$ cat config.mk
export PLATFORM = sky130hd
export DESIGN_NAME = vga_pattern_gen
export DESIGN_NICKNAME = d
export VERILOG_FILES = /design/src/rtl/vga_pattern_gen.sv
export SDC_FILE = /design/constraint.sdc
export NUM_CORES = 1
export LEC_CHECK = 0
export BUFFER_PORTS_ARGS = -buffer_cell sky130_fd_sc_hd__buf_2
export CAP_MARGIN = 20
export CORE_UTILIZATION = 40
export CTS_CLUSTER_SIZE = 25
export DETAILED_ROUTE_END_ITERATION = 8
export HOLD_SLACK_MARGIN = 0.06
export SYNTH_ARGS = -nofsm -noshare
export SYNTH_HDL_FRONTEND = slang
export SYNTH_SLANG_ARGS = --single-unit
$ cat constraint.sdc
create_clock -name clk -period 4.7 [get_ports clk]
set_clock_uncertainty 0.2 [all_clocks]
set_input_delay 1.41 -clock clk [delete_from_list [all_inputs] [get_ports clk]]
set_output_delay 1.41 -clock clk [all_outputs]
set_load 0.02 [all_outputs]
$ cat src/rtl/vga_pattern_gen.sv
// VGA 640x480 timing generator and test-pattern source (bars, grey ramp, checkerboard, mid-grey).
// Latency: outputs describe the counter position one pixel tick old; pixel_tick is combinational.
// No backpressure: free-running raster; VGA_PATTERN_BORDER_EN adds a white one-pixel frame border.
module vga_pattern_gen #(
    parameter int CLK_DIV   = 4,
    parameter int H_VISIBLE = 640,
    parameter int H_FP      = 16,
    parameter int H_SYNC    = 96,
    parameter int H_BP      = 48,
    parameter int V_VISIBLE = 480,
    parameter int V_FP      = 10,
    parameter int V_SYNC    = 2,
    parameter int V_BP      = 33
) (
    input  logic       clk,
    input  logic       reset_n,
    input  logic [1:0] mode_sel,
    output logic       pixel_tick,
    output logic       h_sync,
    output logic       v_sync,
    output logic       de,
    output logic [9:0] x_pixel,
    output logic [9:0] y_pixel,
    output logic       frame_start,
    output logic [3:0] r_internal,
    output logic [3:0] g_internal,
    output logic [3:0] b_internal
);

    localparam int H_TOTAL = H_VISIBLE + H_FP + H_SYNC + H_BP;
    localparam int V_TOTAL = V_VISIBLE + V_FP + V_SYNC + V_BP;

    // A one-bit divider is kept even for CLK_DIV=1 so the counter never has zero width.
    localparam int DIV_W = (CLK_DIV > 1) ? $clog2(CLK_DIV) : 1;
    localparam logic [DIV_W-1:0] DIV_LAST = DIV_W'(CLK_DIV - 1);

    localparam logic [9:0] H_LAST     = 10'(H_TOTAL - 1);
    localparam logic [9:0] V_LAST     = 10'(V_TOTAL - 1);
    localparam logic [9:0] H_VIS      = 10'(H_VISIBLE);
    localparam logic [9:0] V_VIS      = 10'(V_VISIBLE);
    localparam logic [9:0] HS_FIRST   = 10'(H_VISIBLE + H_FP);
    localparam logic [9:0] HS_LAST    = 10'(H_VISIBLE + H_FP + H_SYNC - 1);
    localparam logic [9:0] VS_FIRST   = 10'(V_VISIBLE + V_FP);
    localparam logic [9:0] VS_LAST    = 10'(V_VISIBLE + V_FP + V_SYNC - 1);
`ifdef VGA_PATTERN_BORDER_EN
    localparam logic [9:0] H_VIS_LAST = 10'(H_VISIBLE - 1);
    localparam logic [9:0] V_VIS_LAST = 10'(V_VISIBLE - 1);
`endif

    localparam logic [1:0] MODE_BARS    = 2'd0;
    localparam logic [1:0] MODE_RAMP    = 2'd1;
    localparam logic [1:0] MODE_CHECKER = 2'd2;

    logic [DIV_W-1:0] div_cnt;
    logic [9:0]       h_cnt;
    logic [9:0]       v_cnt;
    logic [1:0]       mode_q;

    logic             frame_origin;
    logic [1:0]       mode_eff;
    logic             de_nxt;
    logic             h_sync_nxt;
    logic             v_sync_nxt;
    logic [2:0]       bar_idx;
    logic [11:0]      rgb_nxt;

    // Pixel-rate divider: wraps after CLK_DIV system clocks.
    always_ff @(posedge clk or negedge reset_n) begin
        if (!reset_n) begin
            div_cnt <= '0;
        end else if (div_cnt == DIV_LAST) begin
            div_cnt <= '0;
        end else begin
            div_cnt <= div_cnt + 1'b1;
        end
    end

    // Gated by reset so the strobe is low while reset is held, including the CLK_DIV=1 case.
    assign pixel_tick = reset_n && (div_cnt == DIV_LAST);

    // Raster position: h wraps at end of line, v steps on each h wrap and wraps at end of frame.
    always_ff @(posedge clk or negedge reset_n) begin
        if (!reset_n) begin
            h_cnt <= '0;
            v_cnt <= '0;
        end else if (pixel_tick) begin
            if (h_cnt == H_LAST) begin
                h_cnt <= '0;
                v_cnt <= (v_cnt == V_LAST) ? 10'd0 : v_cnt + 10'd1;
            end else begin
                h_cnt <= h_cnt + 10'd1;
            end
        end
    end

    assign frame_origin = (h_cnt == 10'd0) && (v_cnt == 10'd0);

    // The pixel at (0,0) already uses the freshly requested mode, so a frame is never split.
    assign mode_eff = frame_origin ? mode_sel : mode_q;

    // Mode is only accepted at frame origin so a mid-frame change cannot tear the picture.
    always_ff @(posedge clk or negedge reset_n) begin
        if (!reset_n) begin
            mode_q <= '0;
        end else if (pixel_tick && frame_origin) begin
            mode_q <= mode_sel;
        end
    end

    assign de_nxt     = (h_cnt < H_VIS) && (v_cnt < V_VIS);
    assign h_sync_nxt = !((h_cnt >= HS_FIRST) && (h_cnt <= HS_LAST));
    assign v_sync_nxt = !((v_cnt >= VS_FIRST) && (v_cnt <= VS_LAST));
    assign bar_idx    = 3'(h_cnt / 10'd80);

    // Pattern colour for the current counter position; black outside the visible area.
    always_comb begin
        rgb_nxt = 12'h000;
        if (de_nxt) begin
            case (mode_eff)
                // Bar order white,yellow,cyan,green,magenta,red,blue,black is exactly
                // r=~idx[1], g=~idx[2], b=~idx[0], so no lookup table is needed.
                MODE_BARS:    rgb_nxt = {{4{~bar_idx[1]}}, {4{~bar_idx[2]}}, {4{~bar_idx[0]}}};
                MODE_RAMP:    rgb_nxt = {3{h_cnt[9:6]}};
                MODE_CHECKER: rgb_nxt = (h_cnt[5] ^ v_cnt[5]) ? 12'hFFF : 12'h000;
                default:      rgb_nxt = 12'h888;
            endcase
`ifdef VGA_PATTERN_BORDER_EN
            if ((h_cnt == 10'd0) || (h_cnt == H_VIS_LAST) ||
                (v_cnt == 10'd0) || (v_cnt == V_VIS_LAST)) begin
                rgb_nxt = 12'hFFF;
            end
`endif
        end
    end

    // Output registers load once per pixel and hold between ticks.
    always_ff @(posedge clk or negedge reset_n) begin
        if (!reset_n) begin
            h_sync     <= 1'b1;
            v_sync     <= 1'b1;
            de         <= 1'b0;
            x_pixel    <= '0;
            y_pixel    <= '0;
            r_internal <= '0;
            g_internal <= '0;
            b_internal <= '0;
        end else if (pixel_tick) begin
            h_sync     <= h_sync_nxt;
            v_sync     <= v_sync_nxt;
            de         <= de_nxt;
            x_pixel    <= h_cnt;
            y_pixel    <= v_cnt;
            r_internal <= rgb_nxt[11:8];
            g_internal <= rgb_nxt[7:4];
            b_internal <= rgb_nxt[3:0];
        end
    end

    // Single-clk pulse accompanying the load of pixel (0,0).
    always_ff @(posedge clk or negedge reset_n) begin
        if (!reset_n) begin
            frame_start <= 1'b0;
        end else begin
            frame_start <= pixel_tick && frame_origin;
        end
    end

endmodule

==> impl_metrics.csv, run 1 <==
group,metric,value,unit
pwr,swShare,0.299,
synth,synth_edf_count,0,
die,initial_core_util,0.420,
timing,finalMaxSlewViolations,0,
pwr,clock_power_share,0.340,
grt,grtUsageMet3,0.0322,
die,fp-row-count,30,
critical_path,crit_buf_inv,3,
critical_path,cp.required,3.09,ns
finish,diodes,0,
timing,max_slew_margin,0.508,
synth,yosysTopAreaCell,"dfrtp_1",
critical_path,r2r_start,"v_cnt[1]",
critical_path,path_common_cell,"buf_2",
place,dp_cells,407,
finish,finalNonFillerCells,423,
grt,grt_max_degree,61,
synth,yosys_warnings,0,
finish,drive_gt1_frac,0.251,
critical_path,crit_cells,4,
pwr,pwr-share-comb,0.141,
critical_path,cp_top_family,"buffers and inverters",
pwr,p_sw,0.356,mW
critical_path,cp-end-kind,"primary output",
clock_tree,post_cts_buffers,0,
finish,final_common_cell,"dfrtp_1",
pwr,powerDensity,358,nW/um2
drt,wl_per_cell,14.1,um
drt,antenna_left,0,
die,die_area,7590,um2
clock_tree,cts.sinks,60,
finish,fin_nets,331,
critical_path,worstPathCellList,"buf_2 > nand2_1 > clkinv_1 > buf_2",
clock_tree,htree_levels,3,
place,dp_hpwl,3.92,mm
clock_tree,cts_hold_buf,0,
drt,drt_iter0_markers,111,
clock_tree,path_clk_slew,0.07,ns
critical_path,cp_slowest_cell,"buf_2",
die,core_area,6910,um2
drt,drcViolationCount,0,
place,dpl_cell_area,3160,um2
critical_path,r2r_end,"r_internal[1]",
clock_tree,worstSkewPairLatency,0.34,ns
grt,grt_use_met1,0.261,
clock_tree,cts_buffers,9,
die,ios,41,
grt,met2_usage,0.247,
synth,syn-instance-count,285,
pwr,ir_drop,0.225,mV
clock_tree,cts_root_buf,"clkbuf_8",
timing,setup_viol_count_final,0,
synth,synth_area_leaders,"dfrtp_1, mux2_2, nand2_1",
critical_path,slowest_delay,0.23,ns
critical_path,startpoint,"reset_n",
pwr,p_leak,1.61,nW
synth,ys_ff_latch,60,
timing,fmax,0.276,GHz
critical_path,worstSetupPathType,"in -> out",
finish,finalInstanceArea,3330,um2
timing,period_needed,3.63,ns
critical_path,r2r_setup_slack,1.74,ns
clock_tree,cts_tree,"done",
pwr,p_int,0.835,mW
timing,period_share,0.772,
grt,grt_pass1_vias,2110,
place,gp_congestion,0.783,
status,status,"finished clean",
timing,rsz0062_at_grt,"false",
timing,timing.setup.tns,0,ns
drt,dr.pass1.iters,4,
synth,ys.flop_type,"dfrtp_1",
synth,ys_types,44,
die,die_h,87.1,um
grt,gr-total-overflow,0,
timing,tightest_slew,0.737,ns
grt,grt_usage,0.177,
clock_tree,clockBufferDepth,2,
critical_path,cp.arrival,2.02,ns
grt,grt_antenna_before_repair,0,
synth,async_flop_share,1.00,
place,placement.io_buffers,40,
critical_path,critPathMaxFanout,7,
die,die_width,87.1,um
synth,syn_area,2900,um2
timing,final_hold_viol_count,0,
synth,synth_seq_area_share,0.519,
pwr,seq_power_share,0.519,
critical_path,cp-endpoint,"pixel_tick",
hold_path,hp-class,"reg -> reg",
clock_tree,cts-resized-gates,0,
synth,syn_nets,294,
critical_path,startpoint_type,"input port",
critical_path,reg2reg_depth,8,
synth,synth_top_area_share,0.501,
drt,wl,5.97,mm
drt,viasPerCell,5.26,
grt,grt.busiest_layer,"met1",
grt,grt_first_pass_wirelength,10.1,mm
run,cap_violations,0,
synth,synth.avg_cell_area,10.2,um2
drt,vias,2224,
finish,final_cell_mix,"dfrtp_1, buf_2, nand2_1, o21ai_0, nor2_1",
finish,synthToLayoutAreaGrowth,14.9,%
-- cell type report --
type	instances	area, um2
fill	692	3580
sequential	60	1500
multi-input combinational	199	1280
timing repair buffer	43	223
clock buffer	11	141
tap	96	120
inverter	9	33.8
clock inverter	5	27.5
-- metrics by stage --
step	total power, mW	setup slack (ns)	hold WS [ns]	utilization
CTS	1.21	1.06	0.226	0.482
global route	1.26	1.01	0.244	0.482
floorplan	0.734	0.936	0.203	-
global placement	0.794	1.09	0.215	0.458
finish	1.19	1.07	0.223	0.482
detailed placement	0.796	1.06	0.217	0.458
-- power by group through the flow --
| stage | clock network, mW | logic (mW) | registers (mW) |
|---|---|---|---|
| 4_1_cts | 0.417 | 0.170 | 0.619 |
| 6_report | 0.405 | 0.167 | 0.618 |
| 2_1_floorplan | 0 | 0.0949 | 0.639 |
| 3_5_place_dp | 0 | 0.168 | 0.628 |
| 5_1_grt | 0.443 | 0.189 | 0.627 |
| 3_3_place_gp | 0 | 0.167 | 0.627 |
-- how the worst min path moves through the flow --
stage | start | to | slack [ns] | depth (start not counted)
after floorplan | div_cnt[0] | div_cnt[0] | 0.20 | 1
after global placement | div_cnt[0] | div_cnt[0] | 0.22 | 1
after detailed placement | div_cnt[0] | div_cnt[0] | 0.22 | 1
after CTS | div_cnt[0] | div_cnt[0] | 0.23 | 1
after global routing | div_cnt[0] | div_cnt[0] | 0.24 | 1
final | div_cnt[0] | div_cnt[0] | 0.22 | 1
-- worst reg2reg max path, stage by stage, from the launching register on --
cell and delay (ns):
dfrtp_1 0.43, inv_1 0.12, ha_1 0.14, or4b_4 0.46, nor3_4 0.33, a21oi_1 0.14
a311oi_2 0.59, and3_1 0.34, a221o_1 0.14
-- per-layer routing --
metal	vias up	share of wire
met5	-	0
li1	1068	-
met1	1085	0.52
met2	60	0.42
met4	0	0.020
met3	11	0.040
-- Yosys cell counts, types with 2 or more instances --
| cell | instances |
|---|---|
| ha_1 | 5 |
| clkbuf_1 | 13 |
| mux2_2 | 15 |
| inv_1 | 8 |
| nand4_1 | 5 |
| nand3_1 | 7 |
| xor2_1 | 5 |
| o22ai_1 | 2 |
| and3_1 | 7 |
| nand2b_1 | 7 |
| nor4_1 | 3 |
| nand2_1 | 38 |
| dfrtp_1 | 58 |
| nor2b_1 | 5 |
| nor3_1 | 3 |
| nor2_1 | 19 |
| buf_6 | 2 |
| a21boi_0 | 2 |
| o21ai_0 | 28 |
| dfstp_2 | 2 |
| a211o_1 | 3 |
| xnor2_1 | 9 |
| a21oi_1 | 8 |
| o31ai_1 | 3 |
| a221o_1 | 6 |
| a21o_1 | 4 |
-- cells by family (layout without fill, tap and decap cells) --
kind of cell	Yosys count	after routing	synth area share
buf+inv	26	68	0.0393
xor+xnor	14	14	0.0423
fa+ha+maj	5	5	0.0216
mux	15	15	0.0583
simple gates	105	105	0.186
flops	60	60	0.519
compound gates	60	60	0.133
-- flip-flops by register name, summed over array words and instances (netlist names) --
register     cells
x_pixel         10
frame_start      1
div_cnt          2
v_sync           1
mode_q           2
h_cnt           10
b_internal       4
y_pixel         10
g_internal       4
v_cnt           10
h_sync           1
de               1
r_internal       4
Power figures use the tool's default switching activity.
==> run 2: changes to the inputs <==
==> constraint.sdc (replaced) <==
create_clock -name clk -period 3.7 [get_ports clk]
set_clock_uncertainty 0.2 [all_clocks]
set_input_delay 1.11 -clock clk [delete_from_list [all_inputs] [get_ports clk]]
set_output_delay 1.11 -clock clk [all_outputs]
set_load 0.02 [all_outputs]
==> run 2 against run 1 <==
  * Wire length grew 1.2%
  * Die area is the same
  * Total power grew 38%
  * Cell area grew 1.7%
  * Highest routed layer unchanged
==> impl_metrics.csv, run 2 (synthesized netlist as in run 1, its figures left out) <==
group,metric,value,unit
finish,final_cell_mix,"dfrtp_1, buf_2, nand2_1, o21ai_0, nor2_1",
status,status,"finished clean",
place,gp_congestion,0.764,
drt,dr.pass1.iters,4,
timing,final_hold_viol_count,0,
timing,tightest_slew,0.746,ns
clock_tree,cts_buffers,9,
timing,setup_viol_count_final,0,
finish,finalNonFillerCells,424,
critical_path,cp.arrival,1.71,ns
timing,rsz0062_at_grt,"false",
critical_path,cp_slowest_cell,"buf_2",
die,initial_core_util,0.420,
place,placement.io_buffers,40,
clock_tree,cts_tree,"done",
finish,fin_nets,332,
clock_tree,path_clk_slew,0.06,ns
hold_path,hp-class,"reg -> reg",
grt,grt_pass1_vias,2139,
clock_tree,cts_hold_buf,0,
clock_tree,cts.sinks,60,
die,ios,41,
drt,wl,6.03,mm
critical_path,cp-end-kind,"primary output",
pwr,p_int,1.20,mW
timing,fmax,0.332,GHz
drt,drt_iter0_markers,86,
pwr,ir_drop,0.333,mV
pwr,total_power,1.64,mW
critical_path,path_common_cell,"buf_2",
pwr,swShare,0.270,
die,fp-row-count,30,
clock_tree,cts_root_buf,"clkbuf_8",
grt,grt_antenna_before_repair,0,
place,dp_hpwl,3.99,mm
timing,timing.setup.tns,0,ns
drt,viasPerCell,5.11,
finish,synthToLayoutAreaGrowth,16.8,%
drt,wl_per_cell,14.2,um
timing,period_needed,3.02,ns
drt,drcViolationCount,0,
pwr,p_leak,1.63,nW
critical_path,worstPathCellList,"buf_2 > nand2_1 > clkinv_1 > buf_2",
drt,vias,2168,
timing,max_slew_margin,0.503,
clock_tree,clockBufferDepth,2,
grt,grt_usage,0.179,
place,dp_cells,408,
place,dpl_cell_area,3170,um2
die,core_area,6910,um2
timing,period_share,0.815,
die,die_area,7590,um2
pwr,seq_power_share,0.480,
critical_path,worstSetupPathType,"in -> out",
clock_tree,htree_levels,3,
critical_path,slowest_delay,0.22,ns
finish,final_common_cell,"dfrtp_1",
finish,drive_gt1_frac,0.253,
critical_path,cp.required,2.39,ns
finish,finalInstanceArea,3390,um2
die,die_width,87.1,um
clock_tree,cts-resized-gates,0,
finish,final_util,0.490,
grt,grt_max_degree,61,
finish,diodes,0,
grt,grt_first_pass_wirelength,10.3,mm
drt,antenna_left,0,
critical_path,startpoint_type,"input port",
pwr,pwr-share-comb,0.128,
die,die_h,87.1,um
run,cap_violations,0,
clock_tree,worstSkewPairLatency,0.33,ns
pwr,clock_power_share,0.393,
pwr,p_sw,0.444,mW
critical_path,critPathMaxFanout,7,
grt,gr-total-overflow,0,
timing,finalMaxSlewViolations,0,
clock_tree,post_cts_buffers,0,
pwr,powerDensity,485,nW/um2
-- run 2: cell count changes in the layout (fill, tap and decap cells not counted), sizes merged --
cell      change
bufinv        +2
buf           +1
clkinvlp      -1
clkinv        -1
-- run 2: layout make-up --
cell class	instances	area (um2)
Clock buffer	11	141
Multi-Input combinational cell	199	1280
Clock inverter	5	75.1
Tap cell	96	120
Sequential cell	60	1500
Inverter	9	33.8
Fill cell	690	3520
Timing Repair Buffer	44	230
-- run 2: final timing paths --
kind | start | end | slack [ns] | cells after the start
worst max-delay path | reset_n | pixel_tick | 0.68 | 4
worst min-delay path | div_cnt[0] | div_cnt[0] | 0.23 | 1
worst max register to register | v_cnt[1] | r_internal[2] | 0.97 | 9
worst min register to register | div_cnt[0] | div_cnt[0] | 0.23 | 1
max in group asynchronous | reset_n | h_cnt[9] | 2.07 | 2
min in group asynchronous | reset_n | div_cnt[0] | 0.74 | 2
-- run 2: power groups by stage --
| stage | sequential, mW | clock [mW] | combinational, mW |
|---|---|---|---|
| floorplan | 0.811 | 0 | 0.120 |
| global placement | 0.797 | 0 | 0.212 |
| detailed placement | 0.797 | 0 | 0.211 |
| CTS | 0.786 | 0.663 | 0.213 |
| global route | 0.796 | 0.685 | 0.240 |
| finish | 0.787 | 0.644 | 0.209 |
-- run 2: critical path: cells and delay by family --
family        cells  cell delay [ns]
buf+inv           3             0.51
simple gates      1             0.08
-- run 2: stage by stage --
step,worst slack [ns],hold WS (ns)
finish,0.684,0.230
global route,0.624,0.261
global placement,0.696,0.214
CTS,0.670,0.237
detailed placement,0.671,0.228
floorplan,0.536,0.203
-- run 2: metal layers --
metal | up-vias | wire length (um) | track usage
met2 | 46 | 2650 | 0.273
met5 | - | 0 | 0
met3 | 8 | 259 | 0.0455
met4 | 0 | 83 | 0.0671
met1 | 1041 | 3040 | 0.248
li1 | 1073 | - | -
==> run 3: changes to the inputs <==
==> constraint.sdc (replaced) <==
create_clock -name clk -period 2.78 [get_ports clk]
set_clock_uncertainty 0.2 [all_clocks]
set_input_delay 0.834 -clock clk [delete_from_list [all_inputs] [get_ports clk]]
set_output_delay 0.834 -clock clk [all_outputs]
set_load 0.02 [all_outputs]
==> run 3 against run 2 <==
  * Register-to-register slack worse by 0.78 ns
  * Non-clock buffer count up 6
  * Critical path depth up 4
  * Sequential cell count unchanged
  * Worst hold slack about the same
  * Die area unchanged
==> impl_metrics.csv, run 3 (synthesized netlist as in run 1, its figures left out) <==
group,metric,value,unit
status,status,"finished clean",
finish,final_util,0.497,
clock_tree,htree_levels,3,
die,core_area,6910,um2
clock_tree,post_cts_buffers,0,
die,initial_core_util,0.420,
critical_path,slowest_delay,0.47,ns
clock_tree,cts_tree,"done",
timing,fmax,0.386,GHz
critical_path,startpoint_type,"register",
critical_path,crit_buf_inv,2,
timing,period_needed,2.59,ns
clock_tree,cts_hold_buf,0,
place,dp_hpwl,4.16,mm
finish,drive_gt1_frac,0.266,
finish,fin_nets,338,
drt,dr.pass1.iters,5,
clock_tree,cts.sinks,60,
drt,wl,6.06,mm
grt,grt_first_pass_wirelength,10.2,mm
finish,regArea,1500,um2
pwr,total_power,2.21,mW
timing,period_share,0.932,
clock_tree,cts_buffers,9,
finish,multi_input_area,1280,um2
grt,grt_usage,0.181,
critical_path,cp.arrival,2.62,ns
critical_path,worstSetupPathType,"reg -> reg",
finish,finalInstanceArea,3430,um2
critical_path,cp_top_family,"simple AND/OR/NAND/NOR gates",
place,placement.io_buffers,40,
timing,timing.setup.tns,0,ns
die,die_area,7590,um2
critical_path,cp.required,2.81,ns
timing,setup_viol_count_final,0,
finish,synthToLayoutAreaGrowth,18.3,%
die,fp-row-count,30,
timing,max_slew_margin,0.505,
drt,antenna_left,0,
critical_path,cp-end-kind,"register",
drt,wl_per_cell,14.1,um
drt,vias,2189,
run,cap_violations,0,
critical_path,critPathMaxFanout,9,
finish,final_cell_mix,"dfrtp_1, buf_2, nand2_1, o21ai_0, nor2_1",
clock_tree,path_clk_slew,0.07,ns
timing,tightest_slew,0.742,ns
place,gp_congestion,0.771,
timing,final_hold_viol_count,0,
die,die_width,87.1,um
place,dpl_cell_area,3210,um2
die,ios,41,
clock_tree,worstSkewPairLatency,0.35,ns
clock_tree,cts-resized-gates,0,
grt,grt_max_degree,61,
finish,final_common_cell,"dfrtp_1",
finish,diodes,0,
finish,fillers,699,
clock_tree,cts_root_buf,"clkbuf_8",
grt,grt_antenna_before_repair,0,
timing,finalMaxSlewViolations,0,
grt,gr-total-overflow,0,
pwr,ir_drop,0.427,mV
die,die_h,87.1,um
drt,drt_iter0_markers,118,
drt,viasPerCell,5.09,
clock_tree,clockBufferDepth,2,
grt,grt_pass1_vias,2064,
hold_path,hp-class,"reg -> reg",
drt,drcViolationCount,0,
pwr,powerDensity,644,nW/um2
pwr,p_leak,1.67,nW
critical_path,cp_slowest_cell,"or4b_4",
critical_path,worstPathCellList,"inv_1 > ha_1 > or4b_4 > nor3_4 > and2_1 > a311oi_2 > buf_4 > a221o_1",
timing,rsz0062_at_grt,"false",
run 3: changes by cell type in the layout (fill, tap and decap cells not counted), sizes merged:
cell and change:
buf +6
run 3: metrics by stage:
stage	worst slack (ns)	std cells	hold slack, ns
finish	0.189	430	0.231
global route	0.0423	430	0.250
CTS	0.174	430	0.231
detailed placement	0.180	414	0.220
global placement	0.218	414	0.214
floorplan	0.168	285	0.203
run 3: worst reg2reg max path, cell delays in order, from the launching register on:
cell	delay, ns
dfrtp_1	0.43
inv_1	0.12
ha_1	0.14
or4b_4	0.47
nor3_4	0.28
and2_1	0.21
a311oi_2	0.13
buf_4	0.19
a221o_1	0.30
run 3: final cells by class:
class,count,area share
sequential,60,0.438
multi-input combinational,199,0.373
timing repair buffer,50,0.0802
clock buffer,11,0.0412
tap,96,0.0350
clock inverter,5,0.0219
inverter,9,0.00985
run 3: layer usage:
metal	global-route usage	up-vias	share of wire
li1	-	1088	-
met1	0.244	1035	0.49
met2	0.268	52	0.44
met3	0.0559	14	0.051
met4	0.0805	0	0.019
met5	0	-	0
run 3: worst paths after layout:
path / cells past startpoint / startpoint / end / slack (ns)
setup / recovery: 8 / v_cnt[1] / r_internal[2] / 0.19
hold / removal: 1 / div_cnt[0] / div_cnt[0] / 0.23
setup reg to reg: 8 / v_cnt[1] / r_internal[2] / 0.19
hold reg to reg: 1 / div_cnt[0] / div_cnt[0] / 0.23
max in group asynchronous: 2 / reset_n / b_internal[2] / 1.44
min in group asynchronous: 2 / reset_n / x_pixel[5] / 0.46
run 3: power breakdown:
group          total, mW  leakage (nW)  internal, mW  switching [mW]
registers           1.03         0.757         0.958          0.0696
logic              0.309         0.795         0.120           0.189
clock network      0.874         0.113         0.525           0.349
total               2.21          1.67          1.60           0.607
